$ cat config.mk
export PLATFORM = sky130hd
export DESIGN_NAME = stopwatch_ctrl
export DESIGN_NICKNAME = d
export VERILOG_FILES = /design/src/rtl/stopwatch_ctrl.sv
export SDC_FILE = /design/constraint.sdc
export NUM_CORES = 1
export LEC_CHECK = 0
export CORE_MARGIN = 2
export CORE_UTILIZATION = 35
export CTS_BUF_LIST = sky130_fd_sc_hd__clkbuf_8
export CTS_CLUSTER_DIAMETER = 60
export DETAILED_ROUTE_END_ITERATION = 8
export MAX_ROUTING_LAYER = met4
export PLACE_DENSITY_LB_ADDON = 0.1
export SKIP_LAST_GASP = 1
export SYNTH_ARGS = -nofsm -noshare
export SYNTH_HDL_FRONTEND = slang
export SYNTH_SLANG_ARGS = --single-unit
$ cat constraint.sdc
create_clock -name clk -period 1.8 [get_ports clk]
set_input_delay 0.36 -clock clk [delete_from_list [all_inputs] [get_ports clk]]
set_output_delay 0.36 -clock clk [all_outputs]
set_load 0.03 [all_outputs]
$ cat src/rtl/stopwatch_ctrl.sv
// ---------------------------------------------------------------------------
// stopwatch_ctrl
//
// Control sequencer for the single-key stopwatch. One raw, bouncy,
// active-low key is synchronized and debounced. Each debounced press is then
// classified as a short press (released before the hold time) or a long
// press (held for the hold time). These events drive a four-state
// IDLE/RUN/PAUSE/LAP machine. A prescaler turns the system clock into a
// one-second count-enable tick while the stopwatch is counting.
//
// Parameters
//   TIME_20ms : debounce window in clk cycles (>= 1)
//   TIME_LONG : hold time in clk cycles for a long press (> 1)
//   TIME_1s   : tick period in clk cycles (>= 1)
//
// Ports
//   clk      in   system clock, rising edge
//   rst_n    in   asynchronous active-low reset
//   key      in   raw pushbutton, active-low, asynchronous to clk
//   tick     out  one-cycle count enable, once per TIME_1s cycles while counting
//   cnt_clr  out  one-cycle pulse that zeroes the time counter
//   lap_hold out  display freezes the lap value while counting continues
//   run      out  high in RUN or LAP
//   state    out  00 IDLE, 01 RUN, 10 PAUSE, 11 LAP
// ---------------------------------------------------------------------------
module stopwatch_ctrl #(
  parameter int TIME_20ms = 1_000_000,
  parameter int TIME_LONG = 100_000_000,
  parameter int TIME_1s   = 50_000_000
) (
  input  logic       clk,
  input  logic       rst_n,
  input  logic       key,
  output logic       tick,
  output logic       cnt_clr,
  output logic       lap_hold,
  output logic       run,
  output logic [1:0] state
);

  // Counter widths; a period of 1 still needs a one-bit register.
  localparam int DB_W   = (TIME_20ms > 1) ? $clog2(TIME_20ms) : 1;
  localparam int HOLD_W = (TIME_LONG > 1) ? $clog2(TIME_LONG) : 1;
  localparam int PRE_W  = (TIME_1s > 1)   ? $clog2(TIME_1s)   : 1;

  localparam logic [DB_W-1:0]   DB_MAX   = DB_W'(TIME_20ms - 1);
  localparam logic [HOLD_W-1:0] HOLD_MAX = HOLD_W'(TIME_LONG - 1);
  localparam logic [PRE_W-1:0]  PRE_MAX  = PRE_W'(TIME_1s - 1);

  typedef enum logic [1:0] {
    ST_IDLE  = 2'b00,
    ST_RUN   = 2'b01,
    ST_PAUSE = 2'b10,
    ST_LAP   = 2'b11
  } state_t;

  // Registers
  logic [1:0]        sync_q,       sync_d;
  logic              key_db_q,     key_db_d;
  logic              key_db_prev_q, key_db_prev_d;
  logic [DB_W-1:0]   db_cnt_q,     db_cnt_d;
  logic [HOLD_W-1:0] hold_cnt_q,   hold_cnt_d;
  logic              long_fired_q, long_fired_d;
  logic              short_evt_q,  short_evt_d;
  logic              long_evt_q,   long_evt_d;
  state_t            state_q,      state_d;
  logic              cnt_clr_q,    cnt_clr_d;
  logic [PRE_W-1:0]  pre_q,        pre_d;

  // Combinational helpers
  logic key_s;
  logic db_rise;
  logic long_hit;
  logic run_w;
  logic tick_w;

  assign key_s = sync_q[1];

  // Two-flop synchronizer. Both stages idle at 1 (key released).
  always_comb begin
    sync_d = {sync_q[0], key};
  end

  // Debounce: key_db only follows the synchronized key after it has
  // disagreed for TIME_20ms consecutive cycles. Any agreement restarts the
  // window, so a shorter glitch never reaches key_db.
  always_comb begin
    db_cnt_d = db_cnt_q;
    key_db_d = key_db_q;
    if (key_s != key_db_q) begin
      if (db_cnt_q == DB_MAX) begin
        key_db_d = key_s;
        db_cnt_d = '0;
      end else begin
        db_cnt_d = db_cnt_q + 1'b1;
      end
    end else begin
      db_cnt_d = '0;
    end
  end

  // Press classification. The hold counter sits at 0 while the key is
  // released, so the first debounced-low cycle sees 0 and the TIME_LONG-th
  // low cycle sees TIME_LONG-1. long_fired remembers, for the rest of the
  // press, that the long event already went out. That suppresses repeats
  // and the short event on release. It is cleared once the key is back up.
  always_comb begin
    key_db_prev_d = key_db_q;
    db_rise       = key_db_q & ~key_db_prev_q;
    long_hit      = ~key_db_q & (hold_cnt_q == HOLD_MAX) & ~long_fired_q;

    hold_cnt_d = hold_cnt_q;
    if (key_db_q) begin
      hold_cnt_d = '0;
    end else if (hold_cnt_q != HOLD_MAX) begin
      hold_cnt_d = hold_cnt_q + 1'b1;
    end

    long_fired_d = long_fired_q;
    if (key_db_q) begin
      long_fired_d = 1'b0;
    end else if (long_hit) begin
      long_fired_d = 1'b1;
    end

    short_evt_d = db_rise & ~long_fired_q;
    long_evt_d  = long_hit;
  end

  // Run/pause/lap/idle sequencer. A long press from IDLE or PAUSE returns to
  // IDLE and clears the time counter. A long press in LAP is ignored.
  always_comb begin
    state_d   = state_q;
    cnt_clr_d = 1'b0;
    unique case (state_q)
      ST_IDLE: begin
        if (short_evt_q) begin
          state_d = ST_RUN;
        end else if (long_evt_q) begin
          state_d   = ST_IDLE;
          cnt_clr_d = 1'b1;
        end
      end
      ST_RUN: begin
        if (short_evt_q) begin
          state_d = ST_PAUSE;
        end else if (long_evt_q) begin
          state_d = ST_LAP;
        end
      end
      ST_LAP: begin
        if (short_evt_q) begin
          state_d = ST_RUN;
        end
      end
      ST_PAUSE: begin
        if (short_evt_q) begin
          state_d = ST_RUN;
        end else if (long_evt_q) begin
          state_d   = ST_IDLE;
          cnt_clr_d = 1'b1;
        end
      end
      default: begin
        state_d = ST_IDLE;
      end
    endcase
  end

  // One-second prescaler. Tick is decoded from the current state, so a tick
  // in the same cycle as a move to PAUSE still goes out. PAUSE freezes the
  // count to keep the fractional second. IDLE and a clear pin it at 0, so
  // the first RUN cycle starts from a fresh second.
  always_comb begin
    run_w  = (state_q == ST_RUN) || (state_q == ST_LAP);
    tick_w = run_w && (pre_q == PRE_MAX);

    pre_d = pre_q;
    if ((state_q == ST_IDLE) || cnt_clr_d) begin
      pre_d = '0;
    end else if (run_w) begin
      pre_d = tick_w ? '0 : pre_q + 1'b1;
    end
  end

  always_ff @(posedge clk or negedge rst_n) begin
    if (!rst_n) begin
      sync_q        <= 2'b11;
      key_db_q      <= 1'b1;
      key_db_prev_q <= 1'b1;
      db_cnt_q      <= '0;
      hold_cnt_q    <= '0;
      long_fired_q  <= 1'b0;
      short_evt_q   <= 1'b0;
      long_evt_q    <= 1'b0;
      state_q       <= ST_IDLE;
      cnt_clr_q     <= 1'b0;
      pre_q         <= '0;
    end else begin
      sync_q        <= sync_d;
      key_db_q      <= key_db_d;
      key_db_prev_q <= key_db_prev_d;
      db_cnt_q      <= db_cnt_d;
      hold_cnt_q    <= hold_cnt_d;
      long_fired_q  <= long_fired_d;
      short_evt_q   <= short_evt_d;
      long_evt_q    <= long_evt_d;
      state_q       <= state_d;
      cnt_clr_q     <= cnt_clr_d;
      pre_q         <= pre_d;
    end
  end

  assign tick     = tick_w;
  assign run      = run_w;
  assign lap_hold = (state_q == ST_LAP);
  assign cnt_clr  = cnt_clr_q;
  assign state    = state_q;

endmodule

# After elaboration in Yosys (flattened, before gate mapping)
# Cells that the tools add are included.
# totals
ff_bits,83
inputBits,3
wordCells,60
# op_classes
add_sub_neg,3
eq_ne,11
muxes,18
bitwise,7
reduce_logical,10
# op_table
op,n
2-to-1 mux 26 bit,3
2-to-1 mux 27 bit,2
2-to-1 mux 20 bit,2
"adder 27 x 1 -> 27 bit, second input constant",1
"equality test 27 bit, second input constant",1
"!= test 27 bit, second input constant",1
"adder 26 x 1 -> 26 bit, second input constant",1
"equality test 26 bit, second input constant",1
"adder 20 x 1 -> 20 bit, second input constant",1
"equality test 20 bit, second input constant",1
2-to-1 mux 2 bit,5
case mux 2 bit (3 select lines),1
nonzero test 2 bit,3
2-to-1 mux 1 bit,5
bitwise AND 1 bit,4
"equality test 2 bit, second input constant",2
"!= test 3 x 1 -> 1 bit, second input constant",1
"!= test 3 bit, second input constant",1
inverter 1 bit,3
AND reduction 3 bit,1
"equality test 2 x 1 -> 1 bit, second input constant",1
logical NOT 2 bit,1
logical OR 1 bit,2
"!= test 2 x 1 -> 1 bit, second input constant",1
other kinds (4),4

# Logic depth before layout (Yosys ltp)
# Gate-level depths: netlist (run 1).
# logic_depth
ltp_word,6
depth_mapped,7
ltp_nobuf,6

# Worst setup path before layout (run 1)
# OpenSTA, ideal clock, no wires.
# synth_path
path_type,reg-to-reg
start,reg state_q[0] (netlist: state[0])
end,reg pre_q[10]
setup_ns,0.121
arrival_ns,1.994
slack_ns,-0.315
stages_incl_launch_ff,7
path_cell_list,dfrtp_1 > nor4b_2 > nand4_1 > nor4_2 > or3_4 > buf_2 > nor2_1
# synth_between
elab_chain_len,6
elab_cells_between_ends,13
classes_between,eq/ne (3); mux (4); reduce/logical (6)
# synth_rtl
item,line,text
from (decl),66,"state_t state_q, state_d;"
from (signal assigned),208,state_q <= state_d;
equality test 2 x 1 -> 1 bit / equality test 2 bit (equally long branches),175,run_w = (state_q == ST_RUN) || (state_q == ST_LAP);
logical OR 1 bit (*),175,
logical AND 1 bit (*),176,tick_w = run_w && (pre_q == PRE_MAX);
via tick,34,"output logic tick,"
2-to-1 mux 26 bit (*),182,pre_d = tick_w ? '0 : pre_q + 1'b1;
2-to-1 mux 26 bit (*),181,end else if (run_w) begin
2-to-1 mux 26 bit (*),179,if ((state_q == ST_IDLE) || cnt_clr_d) begin
to (signal assigned),210,pre_q <= pre_d;
to (decl),68,"logic [PRE_W-1:0] pre_q, pre_d;"
# Mark *: on every way through the listed nets, which the timed path passes. The rest lies on a longest branch. The select of a mux whose other input is x is not followed.
# A chain may end at the register's enable or synchronous reset.

# Worst setup path after layout (run 1)
# layout_path
start,reg pre_q[4]
end,out tick
# layout_between
elab_chain_len,2
# layout_rtl
item,line
equality test 26 bit,176
logical AND 1 bit,176
to (decl),34
# No other way between the ends.

==> flow_summary.ini, run 1 <==
[timing]
min_period_over_period_pct = 118.0
timing.fmax_ghz = 0.4708
fin_skew_ps = 16.88
timing_hold_violations_final = 0
rsz0062_at_grt = yes
drv_slew = 0
setup_violations = 6
fin_crit_ps = 2124
fin_setup_tns_ps = -441.9
hold_ws_ps = 361.1
slew_headroom_pct = 71.33
worst_pin_slew_ps = 428.6
layout_setup_ws_ps = -324.0

[floorplan]
die-width_um = 115.8
die_h_um = 115.8
start_util_pct = 36.10
core_region_area_um2 = 12110
dieArea_um2 = 13400
fp-row-count = 40
boundaryPins = 9

[run_status]
status = finished with violations
violations = negative setup slack

[cts]
clock_path_buffers = 2
cts_tree = yes
clk_latency_ps = 380
h-tree-depth = 3
cts-buffers-inserted = 9
clock_sinks = 83
cts_root_buf = clkbuf_8
clk_pin_slew_ps = 90

[yosys]
synth_top_cell_area_share_pct = 45.22
netlist_area_um2 = 4372
seq_area_frac_synth_pct = 47.62
yosys-top-cells-area = dfrtp_1, xnor2_1, nor2_1, xor2_1, nand3_1
syn-num-nets = 456
syn-instance-count = 449
yosysTopAreaCell = dfrtp_1
syn_area_per_cell_um2 = 9.737
postSynthRegisterBits = 83
synth_ff_type = dfrtp_1
yosys_warnings = 0
synth_edf_count = 0
ys_async_sr_fraction_pct = 100.0
yosysUniqueCellTypes = 51

[finish]
regArea_um2 = 2085
fillCellCount = 1211
drive_gt1_share_pct = 24.62
multiInputGateArea_um2 = 2313
insertedDiodeCount = 0
utilization_pct = 44.26
layout.nets = 522
mostFrequentLayoutCells = nor2_1, dfrtp_1, buf_4
area_growth_syn_to_layout_pct = 22.61

[critical_path]
endpoint = tick
timing.rr.start = pre_q[24]
endpoint_kind = primary output
cpMaxStageDelayCell = dfrtp_1
r2r_cells = 4
worstPathArrival_ps = 1760
slowest_delay_ps = 430
r2r_setup_slack_ps = -50
r2r-end = pre_q[1]
crit_type = flip-flop to primary output
cp_max_fo = 4
crit_chain = and4_2 > nand2_2 > nor4_4 > buf_4
critPathRequiredTime_ps = 1440
setup.worst_path.start = pre_q[4]
start_kind = flip-flop

[worst_hold_path]
hp-class = flip-flop to flip-flop

[drt]
post_drt_wl_per_cell_um = 14.19
met2_length_um = 4510
wl_met3_um = 220
routed.top_layer = met4
vias = 3405
drtPass1Iterations = 4
avgViaCountPerCell = 4.949
drtIter0Drc = 149
drtAntennaViolNets = 0
wl_met1_um = 4830
routed_wl_um = 9765
drc = 0

[flow_run]
maxCapViolations = 0

[place]
dp_hpwl_um = 6942
gp_congestion = 0.7960
io_buffers = 8

[global_routing]
grt_usage_pct = 16.81
grt_max_degree = 34
antenna_found_initial = 0
grt_pass1_vias = 3457
overflow = 0
grt_pass1_wl_um = 17220

[power]
pwr_density_cell_nw_per_um2 = 615.7
peakVddDrop_uv = 261.1
p_total_mw = 3.300
leakagePower_nw = 2.195
logic make-up after synthesis:
logic type | after synthesis | synth area share (%)
buffers and inverters | 20 | 2.376
xor gates and xnor gates | 57 | 11.42
AOI/OAI and AO/OA | 21 | 2.891
adders and majority gates | 4 | 1.145
muxes | 4 | 0.9731
DFF | 83 | 47.62
and+or+nand+nor | 260 | 33.57
flip-flops by register name (all words and copies together), names as in the netlist:
signal,cells
cnt_clr,1
hold_cnt_q,27
short_evt_q,1
key_db_prev_d,1
long_evt_q,1
state,2
pre_q,26
long_fired_q,1
sync_q,2
db_cnt_q,20
key_db_prev_q,1
cell type report:
class                      count  area share [%]
sequential                    83           38.89
tap                          168           3.922
timing repair buffer          69           10.13
inverter                       6          0.4202
clock inverter                 7           1.167
clock buffer                   9           2.311
multi-input combinational    346           43.16
worst min path at each step:
stage | startpoint | end | slack, ps | cells after the start
2_1_floorplan | rst_n | cnt_clr | 60 | 0
3_3_place_gp | rst_n | short_evt_q | 270 | 1
3_5_place_dp | rst_n | short_evt_q | 270 | 1
4_1_cts | sync_q[0] | sync_q[1] | 360 | 0
5_1_grt | sync_q[0] | sync_q[1] | 370 | 0
6_report | sync_q[0] | sync_q[1] | 360 | 0
routing by layer:
metal	track usage, %	vias up
met1	21.97	1656
met2	25.50	32
met5	-	-
met3	2.981	14
met4	7.698	0
li1	-	1703
where the power goes:
group / internal (mW) / switching, mW / total [mW] / leakage (nW)
sequential: 1.87 / 0.00392 / 1.88 / 1.13
combinational: 0.0275 / 0.0573 / 0.0848 / 0.972
clock: 0.626 / 0.713 / 1.34 / 0.0976
worst max-delay path: cells and delay by family, from the launching register on:
kind / cells / cell delay (ps)
DFF: 1 / 430
and+or+nand+nor: 3 / 750
buffers and inverters: 1 / 210
stage by stage:
step	setup slack, ps	instance area (µm²)	std cells
after global placement	-65.90	4999	663
after global routing	-457.0	5360	688
after detailed placement	-100.9	4999	663
after CTS	-377.7	5223	681
after floorplan	-96.63	4398	449
final	-324.0	5360	688
cell usage after synthesis (2+ instances only):
master and count:
o211ai_1 2, and3_1 8, nand4_2 2, dfstp_2 4, xor2_1 20, nand3b_1 4, buf_6 3, nand4_1 23
dfrtp_1 79, nand2_1 29, nor4b_1 6, and2_1 6, and4_1 4, nor2_1 79, buf_2 2, or4_4 2
xnor2_1 37, nor4bb_1 2, nor3_2 2, nor3_1 23, ha_1 4, inv_1 6, o21ai_0 8, nor3b_1 4
clkbuf_1 8, nor2b_1 3, nand3_1 32, nand2b_1 3, nor4_1 4, nor4_4 2, mux2i_1 2, or3_1 6
nor4_2 4, a21oi_1 8, or4_1 2
repair_timing:
item | in CTS | in global routing
pin swaps | 5 | 10
hold buffers | 1 | 0
endpoints found under the hold margin | 16 | 0
resized for setup | 13 | 18
setup buffers | 1 | 7
setup endpoints to repair | 51 | 62
No activity file was read; power rests on OpenSTA's default activity.
==> run 2: changes to the inputs <==
CAP_MARGIN = 20   (was unset)
==> results of run 2 <==
The final DEF is identical to that of run 1; final timing and power are the same.
